--- src/rtl/pid_serial_core.sv ---
// pid_serial_core: serial signed saturating PID controller sharing one multiplier across P, I and D.
module pid_serial_core #(
    parameter int DATA_W  = 8,
    parameter int GAIN_W  = 8,
    parameter int FRAC_W  = 4,
    parameter int ACC_W   = 24,
    parameter int INT_LIM = 1023
) (
    input  logic              clk,
    input  logic              rst_n,
    input  logic              ena,
    input  logic              clr,
    input  logic              in_valid,
    output logic              in_ready,
    input  logic [DATA_W-1:0] setpoint,
    input  logic [DATA_W-1:0] measurement,
    input  logic [GAIN_W-1:0] kp,
    input  logic [GAIN_W-1:0] ki,
    input  logic [GAIN_W-1:0] kd,
    output logic              out_valid,
    output logic [DATA_W-1:0] y,
    output logic              y_sat
);
    localparam int IB = $clog2(INT_LIM + 1);
    localparam int IW = (IB > DATA_W + 1 ? IB : DATA_W + 1) + 2;
    localparam int OW = IW > DATA_W + 2 ? IW : DATA_W + 2;
    localparam int PW = OW + GAIN_W + 1;
    localparam int SW = (PW > ACC_W ? PW : ACC_W) + 1;
    localparam logic signed [SW-1:0] AMAX = SW'({(ACC_W-1){1'b1}});
    localparam logic signed [SW-1:0] AMIN = ~AMAX;
    localparam logic signed [IW-1:0] ILIM = IW'(INT_LIM);
    localparam logic signed [IW-1:0] NLIM = -ILIM;
    localparam logic signed [ACC_W-1:0] YMAX = ACC_W'((1 << (DATA_W - 1)) - 1);
    localparam logic signed [ACC_W-1:0] YMIN = ~YMAX;

    typedef enum logic [2:0] {S_IDLE, S_ERR, S_P, S_I, S_D, S_OUT} state_t;

    state_t                    state_q, state_d;
    logic signed [DATA_W-1:0]  sp_q, sp_d, meas_q, meas_d;
    logic        [GAIN_W-1:0]  kp_q, kp_d, ki_q, ki_d, kd_q, kd_d;
    logic signed [DATA_W:0]    err_q, err_d, errp_q, errp_d, err_w;
    logic signed [DATA_W+1:0]  dif;
    logic signed [IW-1:0]      integ_q, integ_d, isum, iclamp;
    logic signed [ACC_W-1:0]   acc_q, acc_d, acc_in, acc_sat, sh;
    logic signed [OW-1:0]      mul_a;
    logic signed [GAIN_W:0]    mul_b;
    logic signed [PW-1:0]      prod;
    logic signed [SW-1:0]      sum;
    logic        [DATA_W-1:0]  y_q, y_d;
    logic                      ysat_q, ysat_d, ov_q, ov_d;

    assign in_ready  = (state_q == S_IDLE) && ena;
    assign out_valid = ov_q;
    assign y         = y_q;
    assign y_sat     = ysat_q;

    // Datapath: the one shared multiplier picks its operand pair by state; P starts from an empty accumulator.
    always_comb begin
        err_w   = (DATA_W + 1)'(sp_q) - (DATA_W + 1)'(meas_q);
        dif     = (DATA_W + 2)'(err_q) - (DATA_W + 2)'(errp_q);
        isum    = integ_q + IW'(err_w);
        iclamp  = isum > ILIM ? ILIM : isum < NLIM ? NLIM : isum;
        mul_a   = state_q == S_P ? OW'(err_q) : state_q == S_I ? OW'(integ_q) : OW'(dif);
        mul_b   = {1'b0, state_q == S_P ? kp_q : state_q == S_I ? ki_q : kd_q};
        prod    = PW'(mul_a) * PW'(mul_b);
        acc_in  = state_q == S_P ? '0 : acc_q;
        sum     = SW'(acc_in) + SW'(prod);
        acc_sat = sum > AMAX ? {1'b0, {(ACC_W-1){1'b1}}} : sum < AMIN ? {1'b1, {(ACC_W-1){1'b0}}} : sum[ACC_W-1:0];
        sh      = acc_q >>> FRAC_W;
    end

    // Next state: everything holds unless enabled; clr wins over accept and over any in-flight sample.
    always_comb begin
        state_d = state_q;
        sp_d    = sp_q;
        meas_d  = meas_q;
        kp_d    = kp_q;
        ki_d    = ki_q;
        kd_d    = kd_q;
        err_d   = err_q;
        errp_d  = errp_q;
        integ_d = integ_q;
        acc_d   = acc_q;
        y_d     = y_q;
        ysat_d  = ysat_q;
        ov_d    = ov_q;
        if (ena) begin
            ov_d = 1'b0;
            if (clr) begin
                state_d = S_IDLE;
                integ_d = '0;
                errp_d  = '0;
                acc_d   = '0;
            end else begin
                case (state_q)
                    S_IDLE: if (in_valid) begin
                        sp_d    = setpoint;
                        meas_d  = measurement;
                        kp_d    = kp;
                        ki_d    = ki;
                        kd_d    = kd;
                        state_d = S_ERR;
                    end
                    S_ERR: begin
                        err_d   = err_w;
                        integ_d = iclamp;
                        state_d = S_P;
                    end
                    S_P, S_I, S_D: begin
                        acc_d   = acc_sat;
                        state_d = state_q == S_P ? S_I : state_q == S_I ? S_D : S_OUT;
                    end
                    default: begin
                        y_d     = sh > YMAX ? YMAX[DATA_W-1:0] : sh < YMIN ? YMIN[DATA_W-1:0] : sh[DATA_W-1:0];
                        ysat_d  = sh > YMAX || sh < YMIN;
                        ov_d    = 1'b1;
                        errp_d  = err_q;
                        state_d = S_IDLE;
                    end
                endcase
            end
        end
    end

    // State registers with asynchronous reset to the idle, zeroed condition.
    always_ff @(posedge clk or negedge rst_n) begin
        if (!rst_n) begin
            state_q <= S_IDLE;
            sp_q    <= '0;
            meas_q  <= '0;
            kp_q    <= '0;
            ki_q    <= '0;
            kd_q    <= '0;
            err_q   <= '0;
            errp_q  <= '0;
            integ_q <= '0;
            acc_q   <= '0;
            y_q     <= '0;
            ysat_q  <= 1'b0;
            ov_q    <= 1'b0;
        end else begin
            state_q <= state_d;
            sp_q    <= sp_d;
            meas_q  <= meas_d;
            kp_q    <= kp_d;
            ki_q    <= ki_d;
            kd_q    <= kd_d;
            err_q   <= err_d;
            errp_q  <= errp_d;
            integ_q <= integ_d;
            acc_q   <= acc_d;
            y_q     <= y_d;
            ysat_q  <= ysat_d;
            ov_q    <= ov_d;
        end
    end
endmodule

--- config.mk ---
export PLATFORM = sky130hd
export DESIGN_NAME = pid_serial_core
export DESIGN_NICKNAME = d
export VERILOG_FILES = /design/src/rtl/pid_serial_core.sv
export SDC_FILE = /design/constraint.sdc
export NUM_CORES = 1
export LEC_CHECK = 0
export ABC_AREA = 1
export BUFFER_PORTS_ARGS = -buffer_cell sky130_fd_sc_hd__buf_2
export CORE_UTILIZATION = 60
export DETAILED_ROUTE_END_ITERATION = 10
export GPL_TIMING_DRIVEN = 0
export HOLD_SLACK_MARGIN = 0.1
export PLACE_DENSITY = 0.78
export SKIP_CTS_REPAIR_TIMING = 1
export SYNTH_ARGS = -nofsm -noshare
export SYNTH_HDL_FRONTEND = slang
export SYNTH_SLANG_ARGS = --single-unit
--- constraint.sdc ---
create_clock -name clk -period 8.7 [get_ports clk]
set_input_delay 0.435 -clock clk [delete_from_list [all_inputs] [get_ports clk]]
set_output_delay 0.435 -clock clk [all_outputs]
set_load 0.005 [all_outputs]
==> results.txt, run 1 <==
- The flow ran to the end, and the final reports show no timing, DRC or antenna violations.
- In this run the horizontal extent of the chip is 140 um.
* Min Tclk post-route: 7270 ps
- The number of pins with negative max-slew slack in the final report was 0.
* Simple-gate share of the synthesized area: 26.0%
- STA puts the critical path data arrival time at 7520 ps.
- Kind of critical path: register to register
- Clock insertion delay at the later pin of the skew report: 360 ps
- Setup violations remaining at the end of the flow were counted as 0.
* Post-route insts no fill: 1803
- Summing the areas of all xor and xnor instances in the mapped netlist gives under 10% of the synthesized area.
- A synthesized cell averages 7.68 um2.
* Hold Crit Class: input pin to asynchronous set/reset pin
* Synth area leaders: dfrtp_1, fa_1, nand2_1, ha_1, inv_1
- The repair_antennas step left the layout with diodes totalling 0.
- The congestion estimate from routability-driven global placement came to 0.932.
- Synth Register Bits: between 100 and 150
* Drt pass-1 iters: 8
- The die covers 19700 um2.
* Top delay family on crit path: adder cells
- Final Net Count: between 1.5k and 2k
* Number of instances in the synthesized netlist: 1497
- The cell area that synthesis handed to floorplanning was 11500 um2.
* Req. time, crit path: slightly below 9000 ps
- Count of warnings emitted by yosys: 0
- Compared with the post-synthesis result, the final layout area differs by 8.12%.
* Wire length of the first global-routing pass: 46.9 mm
- In this run the count of I/O pins placed on the die edge is 56.
- Once detail routing completed, the nets flagged for antenna violations numbered 0.
* Share of synthesized cell area in full adder, half adder and majority cells: 26.6%
* Root cell of the clock tree: clkbuf_16
* Pin count of the biggest net entering global routing: 62
- Clock tree from TritonCTS: done
- Buffers inserted during clock tree synthesis total 9.
- Of the synthesized area, sequential elements account for 23.3%.
* Global routing usage on met3: 4.41%
* Critical path endpoint category: register
- 1st-iter DRT viols: 796
* Via density per instance: ~5.6
- Layout cell share with drive strength beyond 1: between 10 and 15%
- Worst Path Max Fanout: 10
* Actual transition at the worst max-transition pin: around 870 ps
- The largest single stage delay on the critical path is approximately 690 ps.
- Dominant cell type by area after synthesis: dfrtp_1
- Fraction of the mapped netlist area in compound gates: 7.81%
* Most frequent cell on the critical path: fa_1
* Total placed cells including tap cells: 1787
* Critical Path Slowest Stage Cell: fa_1
- In this run the standard cell core region covers 18800 um2.
* Die extent in y: 140 um
* Top flip-flop cell by instance count after synthesis: dfrtp_1
- Number of different library cells in the post-synthesis netlist: 48
- After synthesis, the share of cell area in mux cells is 2.74%.
- When the netlist entered floorplanning its net count stood at 1729.
- In this run the biggest area consumer among cell types represents between 20% and 30% of the synthesized area.
- The initial utilization of the core area, before any placement, comes to 61.2%.
- In this run the number of H-tree levels came out at 3.
- After detailed routing, the average wire length per cell comes to 15.4 um.
- Buffers placed on the I/O ports in this run total 55.
- Setup Skew: 10.4 ps
- Post-route DRC violation count: 0
* Slew headroom: 41.7%
* WL final: 27.7 mm
- Number of antenna violations at the first check in global routing: 0
- Startpoint class of the critical path: register
* RSZ-0062 raised after global routing: false
* Ordered cell list for the critical path: nor2_4 > clkbuf_1 > nor2_1 > nor3_1 > buf_2 > nand3_1 > fa_1 > fa_1 > fa_1 > fa_1 > fa_1 > inv_1 > ha_1 > a21oi_1 > nand2_1 > a21oi_1 > nand3_2 > nand2_1 > nand2_2 > nand3_4 > buf_6 > nand3_2
- Peak clock frequency supported by timing: 138 MHz
* Share of the clock period used by the worst path after layout: between 80% and 90%
* Placed instance area: 12100 um2
- Across every metal layer, demand over resource in global routing totals 30.2%.
* Design Area, Final: 12400 um2
* Via count of the first global-routing pass: 9590
- Yosys mapped a number of flops with a built-in enable equal to 0.
* Met1 usage in global routing: 45.0%
- CP bufs+invs: 4
- Global-route layer with the greatest usage: met2
* Clock slew seen by the registers of the worst setup and hold paths: 90 ps
- The wire-length estimate of the detail-placed layout is ~23 mm.
- The floorplan has 50 rows.
- In the global route stage, met2 resource usage came out at between 40% and 50%.
- Clock tree synthesis found a total of 107 sinks.
- By area, the combinational part of the netlist is dominated by adder cells.
- Total overflow reported by the global router: 0
- Share of synthesized flip-flops with an asynchronous set or reset: 100%
- For the final routed database, the setup TNS stands at 0 ps.
- The final route contains around 10k vias.
* Final hold violation count: 0
- Clk buf depth: 2
* Number of max-capacitance violations reported: 0
## metal layers
metal | up-vias | wire length, um
li1 | 4826 | -
met1 | 4771 | 12800
met2 | 373 | 12100
met3 | 38 | 2230
met4 | 0 | 525
met5 | - | 0
## layout make-up
type	instances	area, um2
clock inverter	7	110
fill	1624	6340
clock buffer	9	225
inverter	291	1090
sequential	107	2680
tap	234	293
timing repair buffer	56	305
buffer	29	164
multi-input combinational	1070	7560
## cell families after synthesis
kind of cell | after synthesis
adders and majority gates | 187
muxes | 28
and+or+nand+nor | 663
DFF | 107
AOI/OAI and AO/OA | 157
xor gates and xnor gates | 35
buffers and inverters | 320
## through the flow
stage	setup slack, ps	hold slack, ps	utilization [%]
5_1_grt	961	125	66.2
3_3_place_gp	1650	462	64.3
3_5_place_dp	1540	466	64.4
6_report	1430	78.4	66.2
4_1_cts	1480	95.3	66.2
2_1_floorplan	2610	139	-
## worst paths after layout
check,startpoint,end,slack [ps],depth (start not counted)
setup / recovery,state_q[2],acc_q[18],1430,22
hold / removal,rst_n,meas_q[1],80,1
setup reg to reg,state_q[2],acc_q[18],1430,22
hold reg to reg,acc_q[2],acc_q[2],490,2
max in group asynchronous,rst_n,acc_q[22],7890,2
min in group clk,setpoint[7],sp_q[7],300,2
## layout by cell type, fill, tap and decap left out, types with 6 or more instances in the layout
cell type,count
o22ai_1,8
dfrtp_1,107
xor2_1,17
buf_2,67
nor3_1,11
nand3_2,23
o21ai_1,7
o21bai_1,16
nor2_2,6
mux2_2,28
fa_1,95
a21oi_1,66
clkbuf_1,11
nand4_1,15
clkbuf_16,9
nor2_1,127
inv_1,279
or2_2,6
o21a_1,6
nand2_1,351
o21ai_0,36
nand3_1,85
ha_1,92
xnor2_1,18
inv_2,8
nand2_2,17
## synth_stat cells (2+ instances only)
| library cell | number |
|---|---|
| and2_1 | 3 |
| inv_1 | 279 |
| a22oi_1 | 5 |
| nand2_1 | 351 |
| o22ai_1 | 8 |
| clkinv_1 | 3 |
| mux2_2 | 28 |
| nand3b_1 | 4 |
| a21o_1 | 3 |
| nor2_1 | 127 |
| buf_6 | 2 |
| nor3_1 | 11 |
| or2_2 | 6 |
| nand2_2 | 17 |
| nand3_2 | 23 |
| o21a_1 | 6 |
| inv_2 | 8 |
| o21ai_1 | 7 |
| nand2_4 | 2 |
| xor2_1 | 17 |
| fa_1 | 95 |
| buf_2 | 13 |
| o211ai_1 | 2 |
| o21ai_0 | 36 |
| dfrtp_1 | 107 |
| nand4_1 | 15 |
| clkbuf_1 | 11 |
| nor2_2 | 6 |
| buf_4 | 2 |
| ha_1 | 92 |
| o21bai_1 | 16 |
| a21oi_1 | 66 |
| nor2_4 | 5 |
| nand3_1 | 85 |
| nor4_1 | 4 |
| a31oi_1 | 3 |
| xnor2_1 | 18 |
## worst reg2reg max path, stage by stage, from the launching register on
cell and delay [ps]:
dfrtp_1 430, nor2_4 220, clkbuf_1 500, nor2_1 130
nor3_1 520, buf_2 330, nand3_1 190, fa_1 610
fa_1 690, fa_1 510, fa_1 620, fa_1 630
inv_1 60, ha_1 400, a21oi_1 220, nand2_1 90
a21oi_1 270, nand3_2 120, nand2_1 80, nand2_2 90
nand3_4 150, buf_6 200, nand3_2 90
## registers in the layout, summed over array words and instances, names as in the netlist, 3 cells and up
name	cells
integ_q	12
y	8
acc_q	24
kd_q	8
meas_q	8
errp_q	9
err_q	9
state_q	3
sp_q	8
ki_q	8
kp_q	8
Power of run 1 is not shown: default switching activity piles up to over one toggle a cycle in this logic, so the estimate is an artifact.
==> run 2: changes to the inputs <==
==> constraint.sdc (replaced) <==
create_clock -name clk -period 7.5 [get_ports clk]
set_input_delay 0.375 -clock clk [delete_from_list [all_inputs] [get_ports clk]]
set_output_delay 0.375 -clock clk [all_outputs]
set_load 0.005 [all_outputs]
==> run 2 against run 1 <==
  * Register-to-register slack worse by 930 ps
  * Hold slack better by 160 ps
  * Critical path depth is 8 higher
  * Global-route usage stayed put
  * Clock-buffer cell count stayed put
  * First-iteration DRC count is 6.3% higher
  * Die area stayed put
  * Final cell count hardly changed
  * Clock skew hardly changed
  * Via count hardly changed
  * Design area is 0.13% higher
==> results.txt, run 2 (synthesis gave the netlist of run 1 again) <==
- Summed over all failing endpoints, the final setup total negative slack is 0 ps.
- Critical Path Slowest Stage Cell: fa_1
- The largest single stage delay on the critical path is 690 ps.
- Signed area change from the synthesized netlist to the final layout: 8.26%
* Port bufs: 55
* Placement row count: 50
* Critical path endpoint category: register
- Wire length of the first global-routing pass: around 47 mm
- Leading cell type in the layout, fill and taps excluded: nand2_1
- Root cell of the clock tree: clkbuf_16
- Number of max-capacitance violations reported: 0
* Boundary pin count: 56
- Once detailed placement completed, the half-perimeter wirelength came to 22.7 mm.
* Final critical-path setup slack: between 400 and 500 ps
* Top reg by flops: acc_q
- Die area: 19700 um2
- Summed over all layers, the routed wires come to 27.7 mm.
- Max FFs per register: 24
- Slew headroom: 39.6%
- 1st-iter DRT viols: 846
- Clock latency on the worst-skew pair, taken at its later pin, is 360 ps.
* Final hold violation count: 0
- Using the TritonRoute via totals, the vias-per-cell ratio works out to 5.55.
* Clock slew seen by the registers of the worst setup and hold paths: 90 ps
* CP bufs+invs: 9
* Via count of the first global-routing pass: 9590
- Die extent in y: between 100 and 150 um
- Buffers inserted during clock tree synthesis total 9.
- Ant. Diodes: 0
- Clock tree from TritonCTS: done
- Hold Crit Class: input pin to register
- The region available for standard cell placement spans approximately 19000 um2.
- Hold timing on the final database bottoms out at a slack of between 200 and 250 ps.
- Global routing consumed, over all layers together, 30.2% of the routing resources.
* Pins over their slew limit: 0
* Most used cells in the layout excluding fill and tap cells: nand2_1, inv_1, nor2_1
- Drt pass-1 iters: 6
* Actual transition at the worst max-transition pin: roughly 900 ps
- Clk buf depth: 2
- Residual antenna-violating net count after detailed routing: 0
- Req. time, crit path: 7750 ps
- Share of the clock period used by the worst path after layout: 93.4%
- Counting the fill cells in the layout gives 1620.
- Derived from the worst setup path, the maximum achievable clock frequency is around 140 MHz.
- Setup repair after global routing left no endpoint under its margin.
- Of the cells placed in the final design, the portion with a size suffix greater than 1 is between 10 and 15%.
- The number of antenna violations at the first check in global routing is 0.
- Final count of negative-setup-slack endpoints: 0
- The initial utilization of the core area, before any placement, comes to 61.2%.
- STA puts the critical path data arrival time at 7250 ps.
- Area of the multi-input gates: 7560 um2
- Area taken by flip-flops and latches: 2680 um2
* Total overflow reported by the global router: 0
- H-tree levels: 3
- After detailed routing, the average wire length per cell comes to 15.3 um.
- In this design, the critical path's most frequently occurring cell is fa_1.
- Pre-CTS WS: 340 ps
* Startpoint class of the critical path: register
- Min Tclk post-route: 7000 ps
- The detailed router placed around 10k vias in this run.
- The setup path with the least slack is of type register to register.
* Post-route DRC violation count: 0
- Final Net Count: 1797
* Result of the run: finished, final reports clean
- TritonCTS sink count: 107
- Between clock sinks in the finished design, the worst skew comes to approximately 11 ps.
* Top delay family on crit path: adder cells
- In this run the horizontal extent of the chip is 140 um.
* Largest registers: acc_q: 24 flops, integ_q: 12 flops
- Routability-driven placement finished with a final weighted congestion of 0.932.
- Pin count of the biggest net entering global routing: 62
- In this run the worst path has a maximum fanout of 10.
-- run 2: cell count changes in the layout (fill, tap and decap cells not counted), sizes merged --
cell	before	now
dlygate4sd3	0	1
-- run 2: path summary, 6_finish.rpt --
kind	startpoint	to	slack [ps]	cells past startpoint
worst min-delay path	setpoint[7]	sp_q[7]	240	2
min in group asynchronous	rst_n	meas_q[1]	560	2
worst max-delay path	state_q[1]	acc_q[18]	500	30
max in group asynchronous	rst_n	y[4]	6200	3
worst max register to register	state_q[1]	acc_q[18]	500	30
worst min register to register	acc_q[2]	acc_q[2]	480	2
-- run 2: per-layer routing --
layer  GRT usage [%]  vias up  routed length (um)
met5               0        -                   0
met4            8.33        0                 539
met3            4.41       42                2190
met2            45.9      363               12100
met1            45.0     4796               12900
li1                -     4817                   -
-- run 2: cell type report --
class / count / area share (%)
buffer: 29 / 1.33
tap: 234 / 2.35
clock inverter: 7 / 0.885
timing repair buffer: 57 / 2.53
sequential: 107 / 21.5
multi-input combinational: 1070 / 60.8
inverter: 291 / 8.80
clock buffer: 9 / 1.81
-- run 2: through the flow --
stage          instances  instance area, um2  util (%)
2_1_floorplan       1497               11500         -
3_3_place_gp        1786               12100      64.3
3_5_place_dp        1787               12100      64.4
4_1_cts             1803               12400      66.2
5_1_grt             1804               12400      66.3
6_report            1804               12400      66.3
Power of run 2 is left out for the same reason.
==> run 3: changes to the inputs <==
--- a/config.mk
+++ b/config.mk
@@ -6,7 +6,7 @@
 export NUM_CORES = 1
 export LEC_CHECK = 0
 export ABC_AREA = 1
-export BUFFER_PORTS_ARGS = -buffer_cell sky130_fd_sc_hd__buf_2
+export BUFFER_PORTS_ARGS = -buffer_cell sky130_fd_sc_hd__buf_4
 export CORE_UTILIZATION = 60
 export DETAILED_ROUTE_END_ITERATION = 10
 export GPL_TIMING_DRIVEN = 0
==> run 3 against run 2 <==
  * Worst setup slack lost 69 ps
  * Via count is 1.2% lower
  * Maximum frequency shrank 0.98%
  * Routed wire length rose by 2.1%
  * Sequential share of layout area down 0.21 points
  * Die area unchanged
  * Hold slack lost 6.9 ps
  * Clock skew up 2.6 ps
  * Clock-buffer cell count unchanged
==> results.txt, run 3 (synthesis gave the netlist of run 1 again) <==
* Result of the run: finished, final reports clean
- Top reg by flops: acc_q
- RSZ-0062 raised after global routing: false
* Peak clock frequency supported by timing: 141 MHz
* Routed wire length per instance: about 16 um
* 1st-iter DRT viols: 843
- The root buffer cell chosen for the clock tree is clkbuf_16.
* Top delay family on crit path: adder cells
* Final count of negative-setup-slack endpoints: 0
- WL final: 28.3 mm
- Vias: approximately 9.9k
- Share of the clock period used by the worst path after layout: 94.3%
- Via count of the first global-routing pass: 9697
- For this design the top-level I/O count stands at 56.
- On the final layout, the worst clock skew is ~13 ps.
- The initial utilization of the core area, before any placement, comes to about three fifths.
- The final-report hold violation count came to 0.
* Number of antenna violations at the first check in global routing: 0
- Max-cap violations in this run came to 0.
* Kind of critical path: register to register
- Along the worst path, the maximum fanout reaches 10.
- Area of the placeable core: 18800 um2
- The first global-routing pass estimated 47.7 mm of wire.
- Across every metal layer, demand over resource in global routing totals 30.8%.
- For this run the aggregate overflow at the end of global routing stands at 0.
- Most used cells in the layout excluding fill and tap cells: nand2_1, inv_1, nor2_1
* Startpoint class of the critical path: register
* Die extent in y: between 100 and 150 um
- The wire-length estimate of the detail-placed layout is 22.8 mm.
* Placement row count: 50
- STA classifies the critical path endpoint as a register.
* Final Net Count: 1797
* Number of fill cells in the layout: 1604
* Pins over their slew limit: 0
* TritonCTS sink count: about 110
- Post-route DRC violation count: 0
- The die covers between 15000 and 20000 um2.
- Drt pass-1 iters: 7
* RD Place Congestion: 0.943
- H-tree levels: 3
- The number of buffers and inverters on the critical path is 9.
* Port bufs: between 50 and 60
- Via density per instance: 5.49
- Cells with a size suffix above 1 make up 12.4% of the layout.
- The clock period could shrink to approximately 7100 ps.
* Delay of the slowest critical-path stage: 680 ps
- Req. time, crit path: 7750 ps
- For the worst-skew pair, the clock arrives at the later sink with an insertion delay of 370 ps.
- TritonCTS built the clock tree.
- The clock passes through at most 2 buffers.
- Post-route setup TNS: 0 ps
* Clock slew seen by the registers of the worst setup and hold paths: about 90 ps
- The worst hold path belongs to the class input pin to register.
- Pin count of the biggest net entering global routing: between 100 and 150
* Critical Path Slowest Stage Cell: fa_2
* Ant. Diodes: 0
- STA puts the critical path data arrival time at 7320 ps.
- Width of the die: 140 um
- The largest registers in the layout are acc_q: 24 flops, integ_q: 12 flops.
- Residual antenna-violating net count after detailed routing: 0
* Leading cell type in the layout, fill and taps excluded: nand2_1
* Slew headroom: between 40% and 50%
- Max FFs per register: 24
- Relative to the synthesized area, the layout overhead comes to 9.34%.
* Actual transition at the worst max-transition pin: between 800 and 900 ps
- Number of buffers created by CTS: 9
* Most frequent cell on the critical path: fa_1
==> run 3: layer usage <==
metal / GRT usage [%] / share of wire, %
met1: 46.1 / 47
met3: 4.92 / 7.7
met4: 7.87 / 1.6
met5: 0 / 0
met2: 46.5 / 44
==> run 3: stage by stage <==
step                cell area (um2)  setup slack, ps  util, %  hold WS [ps]  instances
finish                        12600              428     67.0           229       1804
global placement              12200              434     65.0           461       1786
detailed placement            12200              275     65.0           466       1786
floorplan                     11500             1410        -          79.4       1497
CTS                           12500              209     66.7           221       1802
global route                  12600             70.6     67.0           228       1804
==> run 3: worst paths after layout <==
kind / from / endpoint / slack [ps] / depth (start not counted)
worst max-delay path: state_q[1] / acc_q[18] / 430 / 29
worst min-delay path: setpoint[7] / sp_q[7] / 230 / 2
worst max register to register: state_q[1] / acc_q[18] / 430 / 29
worst min register to register: acc_q[1] / acc_q[1] / 480 / 2
max in group asynchronous: rst_n / acc_q[22] / 6330 / 3
min in group asynchronous: rst_n / meas_q[1] / 480 / 2
==> run 3: layout make-up <==
class | instances | area, um2 | area share (%)
flip-flops and latches | 107 | 2680 | 21.3
clock inverters | 7 | 88.8 | 0.707
repair buffers | 57 | 454 | 3.61
clock buffers | 9 | 225 | 1.79
plain buffers | 29 | 165 | 1.31
multi-input cells | 1070 | 7570 | 60.2
inverters | 291 | 1090 | 8.71
well taps | 234 | 293 | 2.33
Power of run 3 is left out for the same reason.
